## src/rtl/pwm_multi_ch.sv

```systemverilog
// N-channel PWM peripheral with per-channel prescaler, edge/centre-aligned counter,
// shadowed DIV/PERIOD/DUTY and sticky period-end flags driving a level IRQ.
module pwm_multi_ch #(
  parameter int NUM_CH = 4,
  parameter int CNT_W  = 16,
  parameter int ADDR_W = 8,
  parameter int DATA_W = 32
) (
  input  logic              clk_i,
  input  logic              rst_ni,
  input  logic              write,
  input  logic [ADDR_W-1:0] addr_i,
  input  logic [DATA_W-1:0] wdata_i,
  output logic [DATA_W-1:0] rdata_o,
  output logic [NUM_CH-1:0] pwm_o,
  output logic [NUM_CH-1:0] oe_pwm_o,
  output logic              irq_o
);

  localparam logic [ADDR_W-1:0] STATUS_ADDR = ADDR_W'('h80);
  localparam logic [ADDR_W-1:0] IRQ_EN_ADDR = ADDR_W'('h84);
  localparam logic [1:0] OFS_CTRL   = 2'd0;
  localparam logic [1:0] OFS_DIV    = 2'd1;
  localparam logic [1:0] OFS_PERIOD = 2'd2;
  localparam logic [1:0] OFS_DUTY   = 2'd3;

  logic [31:0]       ch_idx;
  logic [1:0]        reg_ofs;
  logic              ch_hit;
  logic              wr_status;
  logic              wr_irq_en;
  logic [NUM_CH-1:0] bnd;
  logic [NUM_CH-1:0] status_q;
  logic [NUM_CH-1:0] irq_en_q;
  logic [NUM_CH-1:0] w1c;
  logic [DATA_W-1:0] rd_regs [NUM_CH][4];

  // Channel window is 0x00..0x7F, one 16-byte block per existing channel.
  assign ch_idx    = 32'(addr_i[6:4]);
  assign reg_ofs   = addr_i[3:2];
  assign ch_hit    = (addr_i[ADDR_W-1:7] == '0) && (addr_i[1:0] == 2'b00) &&
                     (ch_idx < 32'(NUM_CH));
  assign wr_status = write && (addr_i == STATUS_ADDR);
  assign wr_irq_en = write && (addr_i == IRQ_EN_ADDR);

  for (genvar g = 0; g < NUM_CH; g++) begin : g_ch
    logic [3:0]       ctrl_q;
    logic [CNT_W-1:0] div_p, per_p, duty_p;
    logic [CNT_W-1:0] div_a, per_a, duty_a;
    logic [CNT_W-1:0] div_n, per_n, duty_n;
    logic [CNT_W-1:0] pre_q, cnt_q, cnt_d;
    logic             down_q, down_d, pwm_q;
    logic             sel, wr_ctrl, wr_div, wr_per, wr_duty;
    logic             en, pol, centre, tick, bnd_c;

    assign en      = ctrl_q[0];
    assign pol     = ctrl_q[2];
    assign centre  = ctrl_q[3];
    assign sel     = write && ch_hit && (ch_idx == 32'(g));
    assign wr_ctrl = sel && (reg_ofs == OFS_CTRL);
    assign wr_div  = sel && (reg_ofs == OFS_DIV);
    assign wr_per  = sel && (reg_ofs == OFS_PERIOD);
    assign wr_duty = sel && (reg_ofs == OFS_DUTY);

    // A write landing on the boundary edge is loaded into the active copy at that edge.
    assign div_n  = wr_div  ? wdata_i[CNT_W-1:0] : div_p;
    assign per_n  = wr_per  ? wdata_i[CNT_W-1:0] : per_p;
    assign duty_n = wr_duty ? wdata_i[CNT_W-1:0] : duty_p;

    always_comb begin
      // NOTE: every output gets a default first so no path can infer a latch.
      cnt_d  = cnt_q;
      down_d = down_q;
      bnd_c  = 1'b0;
      tick   = en && (pre_q == div_a);
      if (tick) begin
        if (!centre) begin
          down_d = 1'b0;
          if (cnt_q >= per_a) begin
            cnt_d = '0;
            bnd_c = 1'b1;
          end else begin
            cnt_d = cnt_q + CNT_W'(1);
          end
        end else if (!down_q) begin
          if (cnt_q >= per_a) begin
            // PERIOD 0/1 have no down slope; the top itself closes the period.
            if (per_a <= CNT_W'(1)) begin
              cnt_d = '0;
              bnd_c = 1'b1;
            end else begin
              cnt_d  = per_a - CNT_W'(1);
              down_d = 1'b1;
            end
          end else begin
            cnt_d = cnt_q + CNT_W'(1);
          end
        end else if (cnt_q <= CNT_W'(1)) begin
          cnt_d  = '0;
          down_d = 1'b0;
          bnd_c  = 1'b1;
        end else begin
          cnt_d = cnt_q - CNT_W'(1);
        end
      end
    end

    always_ff @(posedge clk_i or negedge rst_ni) begin
      if (!rst_ni) begin
        ctrl_q <= '0;
        div_p  <= '0;
        per_p  <= '0;
        duty_p <= '0;
        div_a  <= '0;
        per_a  <= '0;
        duty_a <= '0;
        pre_q  <= '0;
        cnt_q  <= '0;
        down_q <= 1'b0;
        pwm_q  <= 1'b0;
      end else begin
        // NOTE: non-blocking assignments so every register samples pre-edge values.
        if (wr_ctrl) ctrl_q <= wdata_i[3:0];
        if (wr_div)  div_p  <= wdata_i[CNT_W-1:0];
        if (wr_per)  per_p  <= wdata_i[CNT_W-1:0];
        if (wr_duty) duty_p <= wdata_i[CNT_W-1:0];
        if (!en || bnd_c) begin
          div_a  <= div_n;
          per_a  <= per_n;
          duty_a <= duty_n;
        end
        if (!en) begin
          pre_q  <= '0;
          cnt_q  <= '0;
          down_q <= 1'b0;
        end else begin
          pre_q  <= tick ? '0 : pre_q + CNT_W'(1);
          cnt_q  <= cnt_d;
          down_q <= down_d;
        end
        if (wr_ctrl && (wdata_i[3] != centre)) down_q <= 1'b0;
        pwm_q <= en ? ((cnt_q < duty_a) ^ pol) : pol;
      end
    end

    assign bnd[g]         = bnd_c;
    assign pwm_o[g]       = pwm_q;
    assign oe_pwm_o[g]    = ctrl_q[1];
    assign rd_regs[g][0]  = DATA_W'(ctrl_q);
    assign rd_regs[g][1]  = DATA_W'(div_p);
    assign rd_regs[g][2]  = DATA_W'(per_p);
    assign rd_regs[g][3]  = DATA_W'(duty_p);
  end

  // Set wins over a same-cycle write-one-to-clear.
  assign w1c = wr_status ? wdata_i[NUM_CH-1:0] : '0;

  always_ff @(posedge clk_i or negedge rst_ni) begin
    if (!rst_ni) begin
      status_q <= '0;
      irq_en_q <= '0;
    end else begin
      status_q <= (status_q & ~w1c) | bnd;
      if (wr_irq_en) irq_en_q <= wdata_i[NUM_CH-1:0];
    end
  end

  assign irq_o = |(status_q & irq_en_q);

  always_comb begin
    rdata_o = '0;
    if (addr_i == STATUS_ADDR) begin
      rdata_o = DATA_W'(status_q);
    end else if (addr_i == IRQ_EN_ADDR) begin
      rdata_o = DATA_W'(irq_en_q);
    end else if (ch_hit) begin
      for (int c = 0; c < NUM_CH; c++) begin
        if (ch_idx == 32'(c)) rdata_o = rd_regs[c][reg_ofs];
      end
    end
  end

endmodule
```

## config.mk

```make
export PLATFORM = sky130hd
export DESIGN_NAME = pwm_multi_ch
export DESIGN_NICKNAME = d
export VERILOG_FILES = /design/src/rtl/pwm_multi_ch.sv
export SDC_FILE = /design/constraint.sdc
export NUM_CORES = 1
export LEC_CHECK = 0
export ABC_AREA = 1
export BUFFER_PORTS_ARGS = -buffer_cell sky130_fd_sc_hd__buf_2
export CAP_MARGIN = 10
export CORE_MARGIN = 3
export CORE_UTILIZATION = 25
export DETAILED_ROUTE_END_ITERATION = 12
export MAX_ROUTING_LAYER = met4
export PLACE_DENSITY = 0.39
export SETUP_SLACK_MARGIN = 0.1
export SKIP_CTS_REPAIR_TIMING = 1
export SLEW_MARGIN = 20
export SYNTH_ARGS = -nofsm -noshare
export SYNTH_HDL_FRONTEND = slang
export SYNTH_SLANG_ARGS = --single-unit
```

## constraint.sdc

```tcl
create_clock -name clk_i -period 3.15 [get_ports clk_i]
set_input_delay 0.315 -clock clk_i [delete_from_list [all_inputs] [get_ports clk_i]]
set_output_delay 0.315 -clock clk_i [all_outputs]
set_load 0.1 [all_outputs]
```

==> results of run 1 <==
flip-flops by register name, indices dropped and copies added, names as in the netlist:
signal,cells
status_q,4
g_ch.per_p,64
g_ch.duty_p,64
g_ch.div_a,64
g_ch.pre_q,64
g_ch.per_a,64
g_ch.cnt_q,64
g_ch.down_q,4
g_ch.div_p,64
irq_en_q,4
g_ch.ctrl_q,16
g_ch.duty_a,64
g_ch.pwm_q,4
placed cells by master, fill, tap and decap left out, types with 16 or more instances in the layout:
cell type  Yosys  final
xnor2_1       70     70
nor2_1       307    306
buf_2         55     34
conb_1         1     16
dfrtp_1      544    542
o21ai_0      364    364
nand2_1     1273   1272
o221ai_1      17     17
nor3_1        59     59
o21ai_1       65     65
buf_4         28    141
xor2_1        91     91
buf_12         0     31
inv_1        373    372
a21oi_1      199    196
o22ai_1       37     37
clkbuf_16      0     72
nand4_1       69     69
ha_1         148    148
nand3_1      358    358
stage by stage:
| step | util | power (mW) | area, sq um | cells | hold WS [ns] |
|---|---|---|---|---|---|
| after global routing | 0.294 | 18.0 | 37800 | 6206 | 0.150 |
| after floorplan | - | 8.64 | 32700 | 4378 | 0.0194 |
| after CTS | 0.294 | 17.5 | 37800 | 6204 | -0.275 |
| after global placement | 0.277 | 9.46 | 35600 | 6085 | 0.421 |
| after detailed placement | 0.277 | 9.45 | 35600 | 6085 | 0.417 |
| final | 0.294 | 17.2 | 37800 | 6208 | 0.132 |
area by class of cell:
| type | count | area, sq um |
|---|---|---|
| timing repair buffer | 209 | 1880 |
| fill | 14100 | 90800 |
| tap | 1729 | 2160 |
| clock buffer | 93 | 1990 |
| inverter | 394 | 1480 |
| multi-input combinational | 3210 | 16500 |
| sequential | 544 | 13600 |
| clock inverter | 26 | 220 |
| antenna | 3 | 7.51 |
where the power goes:
part           total (mW)  leakage (nW)  internal (mW)  switching, mW
logic                2.04          9.68          0.567           1.47
clock network        7.89          1.09           4.60           3.29
registers            7.27          7.54           7.14          0.126
cell families after synthesis:
group | count (synthesis) | share of synthesized area
XOR/XNOR | 161 | 0.0432
adder cells (fa/ha/maj) | 148 | 0.0567
buffers and inverters | 624 | 0.0816
AND/OR/NAND/NOR | 2132 | 0.276
flip-flops | 544 | 0.417
AO/OA/AOI/OAI | 753 | 0.125
other | 1 | 0.000115
layer usage:
layer | part of all wire | wire [um] | up-vias | GRT usage
li1 | - | - | 14400 | -
met1 | 0.51 | 59600 | 13700 | 0.258
met2 | 0.43 | 50200 | 586 | 0.257
met3 | 0.044 | 5200 | 138 | 0.0279
met4 | 0.023 | 2720 | 0 | 0.0423
met5 | 0 | 0 | - | -
worst max-delay path by stage:
stage / depth (start not counted) / from / to / slack, ns
detailed placement: 10 / addr_i[2] / rdata_o[3] / 0.07
global route: 6 / g_ch[2].per_p[13] / rdata_o[13] / 0.14
global placement: 10 / addr_i[2] / rdata_o[3] / 0.08
CTS: 8 / g_ch[1].ctrl_q[3] / rdata_o[3] / -0.05
floorplan: 8 / addr_i[3] / rdata_o[10] / 0.22
finish: 10 / addr_i[2] / rdata_o[11] / 0.06
worst min-delay path, cell delays in order:
cell and delay (ns):
buf_2 0.13, nand2_1 0.12, o21ai_0 0.09, nand2_1 0.06
==> impl_metrics.env, run 1 <==
export IMPL_yosysMostFrequentCell="nand2_1"
export IMPL_overflow=0
export IMPL_crit_buf_inv=5
export IMPL_ios=84
export IMPL_num_rows=131
export IMPL_grt_pass1_wl_mm=181
export IMPL_reg2reg_from="g_ch[3].per_a[0]"
export IMPL_reg2reg_to="g_ch[3].cnt_q[0]"
export IMPL_cts_htree_levels=3
export IMPL_clk_latency_ns=0.63
export IMPL_first_global_vias=28400
export IMPL_cts_root_buf="clkbuf_16"
export IMPL_finalSetupTns_ns=0
export IMPL_setup_ws_ns=0.0574
export IMPL_synth_area_sq_mm=0.0326
export IMPL_grt_max_degree=82
export IMPL_wl_per_cell_um=19.0
export IMPL_gp_congestion=0.859
export IMPL_min_from="write"
export IMPL_hp_class="in2reg"
export IMPL_firstDrtPassIters=5
export IMPL_drtIter0Drc=2011
export IMPL_detail_route_antenna_nets=0
export IMPL_slew_violations=0
export IMPL_tightest_slew_ns=1.15
export IMPL_postSynthCellCount=4363
export IMPL_ys_ff_latch=544
export IMPL_die_w_um=367
export IMPL_synth_top_area_frac=0.417
export IMPL_ys_flop_type="dfrtp_1"
export IMPL_cts_tree="yes"
export IMPL_min_period_ns=3.09
export IMPL_rr_worst_depth=11
export IMPL_path_clk_slew_ns=0.06
export IMPL_cts_sinks=544
export IMPL_status="finished, final reports clean"
export IMPL_rsz0062_at_grt="no"
export IMPL_yosys_top_cells_area="dfrtp_1, nand2_1, ha_1, o21ai_0, nand3_1"
export IMPL_die_area_sq_mm=0.135
export IMPL_worstHoldPathCells=4
export IMPL_path_class="in2out"
export IMPL_slowest_delay_ns=0.65
export IMPL_startpoint_type="input pin"
export IMPL_yosys_top_cells_count="nand2_1, dfrtp_1, inv_1, o21ai_0, nand3_1"
export IMPL_powerDensity_mw_per_mm2=455
export IMPL_p_leak_nw=18.3
export IMPL_syn_avg_cell_area_sq_um=7.48
export IMPL_drc=0
export IMPL_pre_cts_ws_ns=0.0702
export IMPL_area_growth_pct=15.9
export IMPL_antenna_found_initial=7
export IMPL_core_region_area_sq_mm=0.129
export IMPL_yosysTopAreaCell="dfrtp_1"
export IMPL_drive_gt1_frac=0.0891
export IMPL_vias=28800
export IMPL_setup_viol=0
export IMPL_yosys_warnings=0
export IMPL_finClkSkew_ns=0.0210
export IMPL_path_delay_family="buffers and inverters"
export IMPL_dieHeight_um=367
export IMPL_grt_usage=0.178
export IMPL_worstPathRequired_ns=2.83
export IMPL_cp_cell_sequence="buf_2 > buf_4 > nand2_2 > inv_1 > buf_12 > a22oi_1 > nand2_1 > a211oi_1 > nor2_1 > buf_12"
export IMPL_whs_endpoint="status_q[3]"
export IMPL_clock_fmax_mhz=323
export IMPL_synth_edf_count=0
export IMPL_nets=4619
export IMPL_maxCapViolations=0
export IMPL_numCtsBuffers=69
export IMPL_crit_slowest_cell="a211oi_1"
export IMPL_synth_cell_types=57
export IMPL_drt_total_wl_mm=118
export IMPL_initial_core_util=0.254
export IMPL_clockBufferDepth=3
export IMPL_fin_crit_sh=0.982
export IMPL_slew_headroom=0.233
export IMPL_r2r_slack_ns=0.48
export IMPL_async_flop_share=1.00
export IMPL_yosysSeqAreaShare=0.417
export IMPL_port_buffers=51
export IMPL_finalHoldViolCount=0
export IMPL_hpwl_mm=87.3
export IMPL_cp_max_fo=11
export IMPL_irDropWorstVdd_mv=0.320
export IMPL_cpMostUsedCell="buf_12"
export IMPL_vias_per_cell=4.64
export IMPL_critical_path_arrival_ns=2.78
export IMPL_end_kind="output port"
Power figures use the tool's default switching activity.
==> run 2: changes to the inputs <==
ABC_AREA = not set   (was 1)
==> impl_metrics.env, run 2 <==
export IMPL_hp_class="in2reg"
export IMPL_synth_cell_types=76
export IMPL_clockPowerShare=0.455
export IMPL_slew_headroom=0.262
export IMPL_antenna_found_initial=15
export IMPL_seqCellArea_sq_mm=0.0136
export IMPL_finalHoldViolCount=0
export IMPL_hpwl_mm=76.1
export IMPL_swShare=0.277
export IMPL_yosysTopAreaCell="dfrtp_1"
export IMPL_critical_path_arrival_ns=3.63
export IMPL_irDropWorstVdd_mv=0.290
export IMPL_async_flop_share=1.00
export IMPL_grt_max_degree=65
export IMPL_drtIter0Drc=1453
export IMPL_tightest_slew_ns=1.10
export IMPL_first_global_vias=24200
export IMPL_path_clk_slew_ns=0.06
export IMPL_drc=0
export IMPL_yosys_warnings=0
export IMPL_overflow=0
export IMPL_startpoint_type="register"
export IMPL_yosysMostFrequentCell="dfrtp_1"
export IMPL_pwr_share_seq=0.404
export IMPL_yosys_top_cells_count="dfrtp_1, mux2_2, nor2_1, inv_1, ha_1"
export IMPL_detail_route_antenna_nets=0
export IMPL_cp_max_fo=8
export IMPL_ys_ff_latch=544
export IMPL_grt_usage=0.164
export IMPL_cts_root_buf="clkbuf_16"
export IMPL_p_total_mw=18.1
export IMPL_p_leak_nw=17.7
export IMPL_slew_violations=0
export IMPL_status="finished, final reports clean"
export IMPL_pwr_share_comb=0.141
export IMPL_end_kind="register"
export IMPL_utilization=0.307
export IMPL_vias_per_cell=4.85
export IMPL_core_region_area_sq_mm=0.125
export IMPL_internal_power_mw=13.1
export IMPL_fin_crit_sh=0.997
export IMPL_port_buffers=51
export IMPL_syn_avg_cell_area_sq_um=10.5
export IMPL_wl_per_cell_um=21.6
export IMPL_p_switching_mw=5.00
export IMPL_synth_top_area_frac=0.431
export IMPL_synth_edf_count=0
export IMPL_clockBufferDepth=3
export IMPL_drt_total_wl_mm=105
export IMPL_pre_cts_ws_ns=0.00578
export IMPL_initial_core_util=0.254
export IMPL_ios=84
export IMPL_die_w_um=362
export IMPL_nets=3358
export IMPL_yosys_top_cells_area="dfrtp_1, mux2_2, ha_1, xnor2_1, xor2_1"
export IMPL_dieHeight_um=362
export IMPL_clk_latency_ns=0.63
export IMPL_die_area_sq_mm=0.131
export IMPL_vias=23600
export IMPL_yosysSeqAreaShare=0.431
export IMPL_rsz0062_at_grt="yes"
export IMPL_path_class="reg2reg"
export IMPL_cts_tree="yes"
export IMPL_cts_sinks=544
export IMPL_setup_viol=0
export IMPL_postSynthCellCount=3002
export IMPL_ys_flop_type="dfrtp_1"
export IMPL_numCtsBuffers=70
export IMPL_powerDensity_mw_per_mm2=474
export IMPL_layout_commonest_cell="dfrtp_1"
export IMPL_maxCapViolations=0
export IMPL_drive_gt1_frac=0.281
export IMPL_setup_ws_ns=0.00965
export IMPL_layout_common_cells="dfrtp_1, mux2_2, buf_4"
export IMPL_clock_fmax_mhz=318
export IMPL_fillers=12900
export IMPL_grt_pass1_wl_mm=160
export IMPL_multi_input_area_sq_mm=0.0170
export IMPL_min_period_ns=3.14
export IMPL_cts_htree_levels=3
export IMPL_synth_area_sq_mm=0.0316
export IMPL_finClkSkew_ns=0.0257
export IMPL_worstPathRequired_ns=3.64
export IMPL_firstDrtPassIters=5
export IMPL_num_rows=129
export IMPL_gp_congestion=0.838
export IMPL_area_growth_pct=20.9
run 2: cell types whose count changed in the layout (fill, tap and decap cells not counted), moves of 57 or more:
cell,before,now
a21oi_1,196,112
buf_4,141,198
inv_1,372,171
mux2_2,0,412
nand2_1,1272,128
nand3_1,358,76
nor2_1,306,193
o21ai_0,364,117
o21ai_1,65,4
xnor2_1,70,134
run 2: final timing paths:
kind | startpoint | to | slack (ns) | cells after the start
worst max-delay path | g_ch[0].per_a[4] | g_ch[0].div_a[5] | 0.01 | 8
worst min-delay path | write | irq_en_q[1] | 0.25 | 3
min in group asynchronous | rst_ni | g_ch[0].cnt_q[12] | 0.29 | 2
worst min register to register | g_ch[2].duty_a[15] | g_ch[2].duty_a[15] | 0.51 | 1
max in group asynchronous | rst_ni | g_ch[0].pre_q[14] | 1.84 | 3
worst max register to register | g_ch[0].per_a[4] | g_ch[0].div_a[5] | 0.01 | 8
run 2: cell type report:
cell class,instances,area share
diodes,11,0.000720
clock buffers,104,0.0532
repair buffers,278,0.0669
flip-flops and latches,544,0.356
multi-input cells,2102,0.445
well taps,1637,0.0536
inverters,171,0.0168
clock inverters,23,0.00769
run 2: worst max-delay path, cell delays in order, from the launching register on:
cell and delay [ns]:
dfrtp_1 0.38, or4_4 0.55, or3_4 0.35, or4_4 0.53, o21a_4 0.22, o311ai_4 0.28, buf_8 0.23, clkbuf_16 0.19
mux2_4 0.30
run 2: cells by family (layout without fill, tap and decap cells):
kind of cell	count (synthesis)	count (layout)	synth area share
AO/OA/AOI/OAI	515	515	0.109
XOR/XNOR	225	225	0.0623
adder cells (fa/ha/maj)	148	148	0.0586
buffers and inverters	371	576	0.0494
flip-flops	544	544	0.431
multiplexers	480	480	0.176
other	1	27	0.000119
AND/OR/NAND/NOR	718	718	0.114
run 2: through the flow:
| stage | cell area [sq um] | cells | setup TNS, ns | hold WS, ns |
|---|---|---|---|---|
| finish | 38200 | 4870 | 0 | 0.250 |
| global placement | 35300 | 4719 | 0 | 0.352 |
| global route | 38200 | 4863 | -1.55 | 0.230 |
| CTS | 37700 | 4846 | -0.836 | -0.311 |
| floorplan | 31800 | 3017 | 0 | 0.0194 |
| detailed placement | 35300 | 4719 | 0 | 0.357 |
run 2: layer usage:
| metal | global-route usage | vias to the layer above | part of all wire |
|---|---|---|---|
| li1 | - | 11200 | - |
| met1 | 0.241 | 11900 | 0.50 |
| met2 | 0.240 | 427 | 0.43 |
| met3 | 0.0222 | 95 | 0.049 |
| met4 | 0.0327 | 0 | 0.014 |
| met5 | - | - | 0 |
run 2: power by group through the flow:
stage / logic [mW] / clock network [mW] / registers, mW
after floorplan: 1.52 / 0 / 7.37
after global placement: 2.48 / 0 / 7.44
after detailed placement: 2.47 / 0 / 7.44
after CTS: 2.48 / 8.54 / 7.31
after global routing: 2.79 / 8.81 / 7.33
final: 2.56 / 8.23 / 7.31
==> run 3: changes to the inputs <==
ABC_AREA = 1   (was not set)
CELL_PAD_IN_SITES_DETAIL_PLACEMENT = 1   (was not set)
CELL_PAD_IN_SITES_GLOBAL_PLACEMENT = 2   (was not set)
PLACE_DENSITY = 0.57   (was 0.39)
==> impl_metrics.env, run 3 (synthesized netlist as in run 1, its figures left out) <==
export IMPL_status="finished, final reports clean"
export IMPL_dp_cells=6096
export IMPL_overflow=0
export IMPL_critical_path_arrival_ns=2.69
export IMPL_startpoint_type="input pin"
export IMPL_rr_worst_depth=14
export IMPL_worstPathRequired_ns=2.83
export IMPL_fin_hold_ws_ns=0.248
export IMPL_endpoint="rdata_o[1]"
export IMPL_detail_route_antenna_nets=0
export IMPL_clk_latency_ns=0.64
export IMPL_fillers=15500
export IMPL_drive_gt1_frac=0.0946
export IMPL_clock_fmax_mhz=333
export IMPL_port_buffers=51
export IMPL_seqCellArea_sq_mm=0.0136
export IMPL_path_class="in2out"
export IMPL_maxCapViolations=0
export IMPL_p_total_mw=18.6
export IMPL_finClkSkew_ns=0.0320
export IMPL_vias_per_cell=4.70
export IMPL_finalSetupTns_ns=0
export IMPL_p_leak_nw=18.5
export IMPL_met3_usage=0.0232
export IMPL_reg2reg_from="g_ch[0].cnt_q[15]"
export IMPL_numCtsBuffers=75
export IMPL_multi_input_area_sq_mm=0.0165
export IMPL_die_area_sq_mm=0.135
export IMPL_fin_cells=6240
export IMPL_core_region_area_sq_mm=0.129
export IMPL_cts_root_buf="clkbuf_16"
export IMPL_slew_headroom=0.397
export IMPL_hpwl_mm=96.5
export IMPL_dieHeight_um=367
export IMPL_drc=0
export IMPL_reg2reg_to="g_ch[0].duty_a[2]"
export IMPL_hp_class="in2async"
export IMPL_gp_congestion=0.833
export IMPL_slew_violations=0
export IMPL_setup_viol=0
export IMPL_r2r_slack_ns=0.47
export IMPL_drt_total_wl_mm=130
export IMPL_min_period_ns=3.00
export IMPL_cts_htree_levels=3
export IMPL_layout_commonest_cell="nand2_1"
export IMPL_vias=29300
export IMPL_clockBufferDepth=3
export IMPL_powerDensity_mw_per_mm2=486
export IMPL_finalHoldViolCount=0
export IMPL_grt_pass1_wl_mm=199
export IMPL_fin_crit_sh=0.953
export IMPL_rsz0062_at_grt="yes"
export IMPL_critical_path_startpoint="addr_i[2]"
export IMPL_cp_max_fo=10
export IMPL_use_met1=0.278
export IMPL_cts_sinks=544
export IMPL_grt_max_degree=81
export IMPL_nets=4636
export IMPL_path_clk_slew_ns=0.07
export IMPL_grt_usage=0.196
export IMPL_die_w_um=367
export IMPL_first_global_vias=30600
export IMPL_antenna_found_initial=8
export IMPL_grt_busiest_layer="met2"
export IMPL_firstDrtPassIters=5
export IMPL_met2_usage=0.303
export IMPL_wl_per_cell_um=20.8
export IMPL_drtIter0Drc=1811
export IMPL_layout_common_cells="nand2_1, dfrtp_1, inv_1"
export IMPL_irDropWorstVdd_mv=0.344
export IMPL_num_rows=131
export IMPL_tightest_slew_ns=0.904
export IMPL_cts_tree="yes"
export IMPL_ios=84
export IMPL_area_growth_pct=17.2
export IMPL_end_kind="output port"
export IMPL_initial_core_util=0.254
[run 3: cell types whose count changed in the layout (fill, tap and decap cells not counted), sizes merged, moves of 35 or more]
cell / delta
nand2: +1164
mux2: -452
o21ai: +309
nand3: +286
inv: +216
nor2: +130
a21oi: +87
xnor2: -64
buf: -54
nor4: -41
and3: -36
a221oi: -35
[run 3: metal layers]
layer | part of all wire | vias to the layer above
met1 | 0.51 | 14500
met2 | 0.45 | 323
li1 | - | 14400
met3 | 0.030 | 108
met4 | 0.013 | 0
met5 | 0 | -
[run 3: worst max-delay path, cell delays in order]
cell        delay [ns]
buf_2             0.17
nor2_1            0.24
clkinvlp_4        0.38
o22ai_1           0.32
nor3_1            0.12
a21oi_1           0.13
o311ai_0          0.24
nand2_1           0.15
nand3_1           0.31
buf_12            0.30
[run 3: per-stage QoR]
stage                     cell area (sq um)  worst slack (ns)  utilization
after floorplan                       32700             0.220            -
after global placement                35600             0.102        0.276
after detailed placement              35600             0.139        0.276
after CTS                             38200            0.0509        0.297
after global routing                  38300            0.0827        0.297
final                                 38300             0.149        0.297
[run 3: area by class of cell]
class                      count  area share
antenna                        6    0.000392
clock buffer                 106      0.0582
clock inverter                31      0.0110
inverter                     394      0.0389
multi-input combinational   3210       0.430
sequential                   544       0.356
tap                         1729      0.0565
timing repair buffer         220      0.0490
[run 3: worst min path at each step]
stage	from	endpoint	slack, ns	depth (start not counted)
floorplan	rst_ni	g_ch[0].cnt_q[0]	0.02	0
global placement	rst_ni	g_ch[0].cnt_q[8]	0.33	1
detailed placement	rst_ni	g_ch[0].cnt_q[8]	0.33	1
CTS	rst_ni	g_ch[0].cnt_q[8]	-0.38	1
global route	rst_ni	g_ch[0].cnt_q[8]	0.26	2
finish	rst_ni	g_ch[0].cnt_q[8]	0.25	2
[run 3: report_power, final]
| part | switching [mW] | leakage (nW) | internal [mW] |
|---|---|---|---|
| sequential | 0.126 | 7.54 | 7.14 |
| clock | 3.49 | 1.31 | 5.74 |
| combinational | 1.53 | 9.69 | 0.571 |
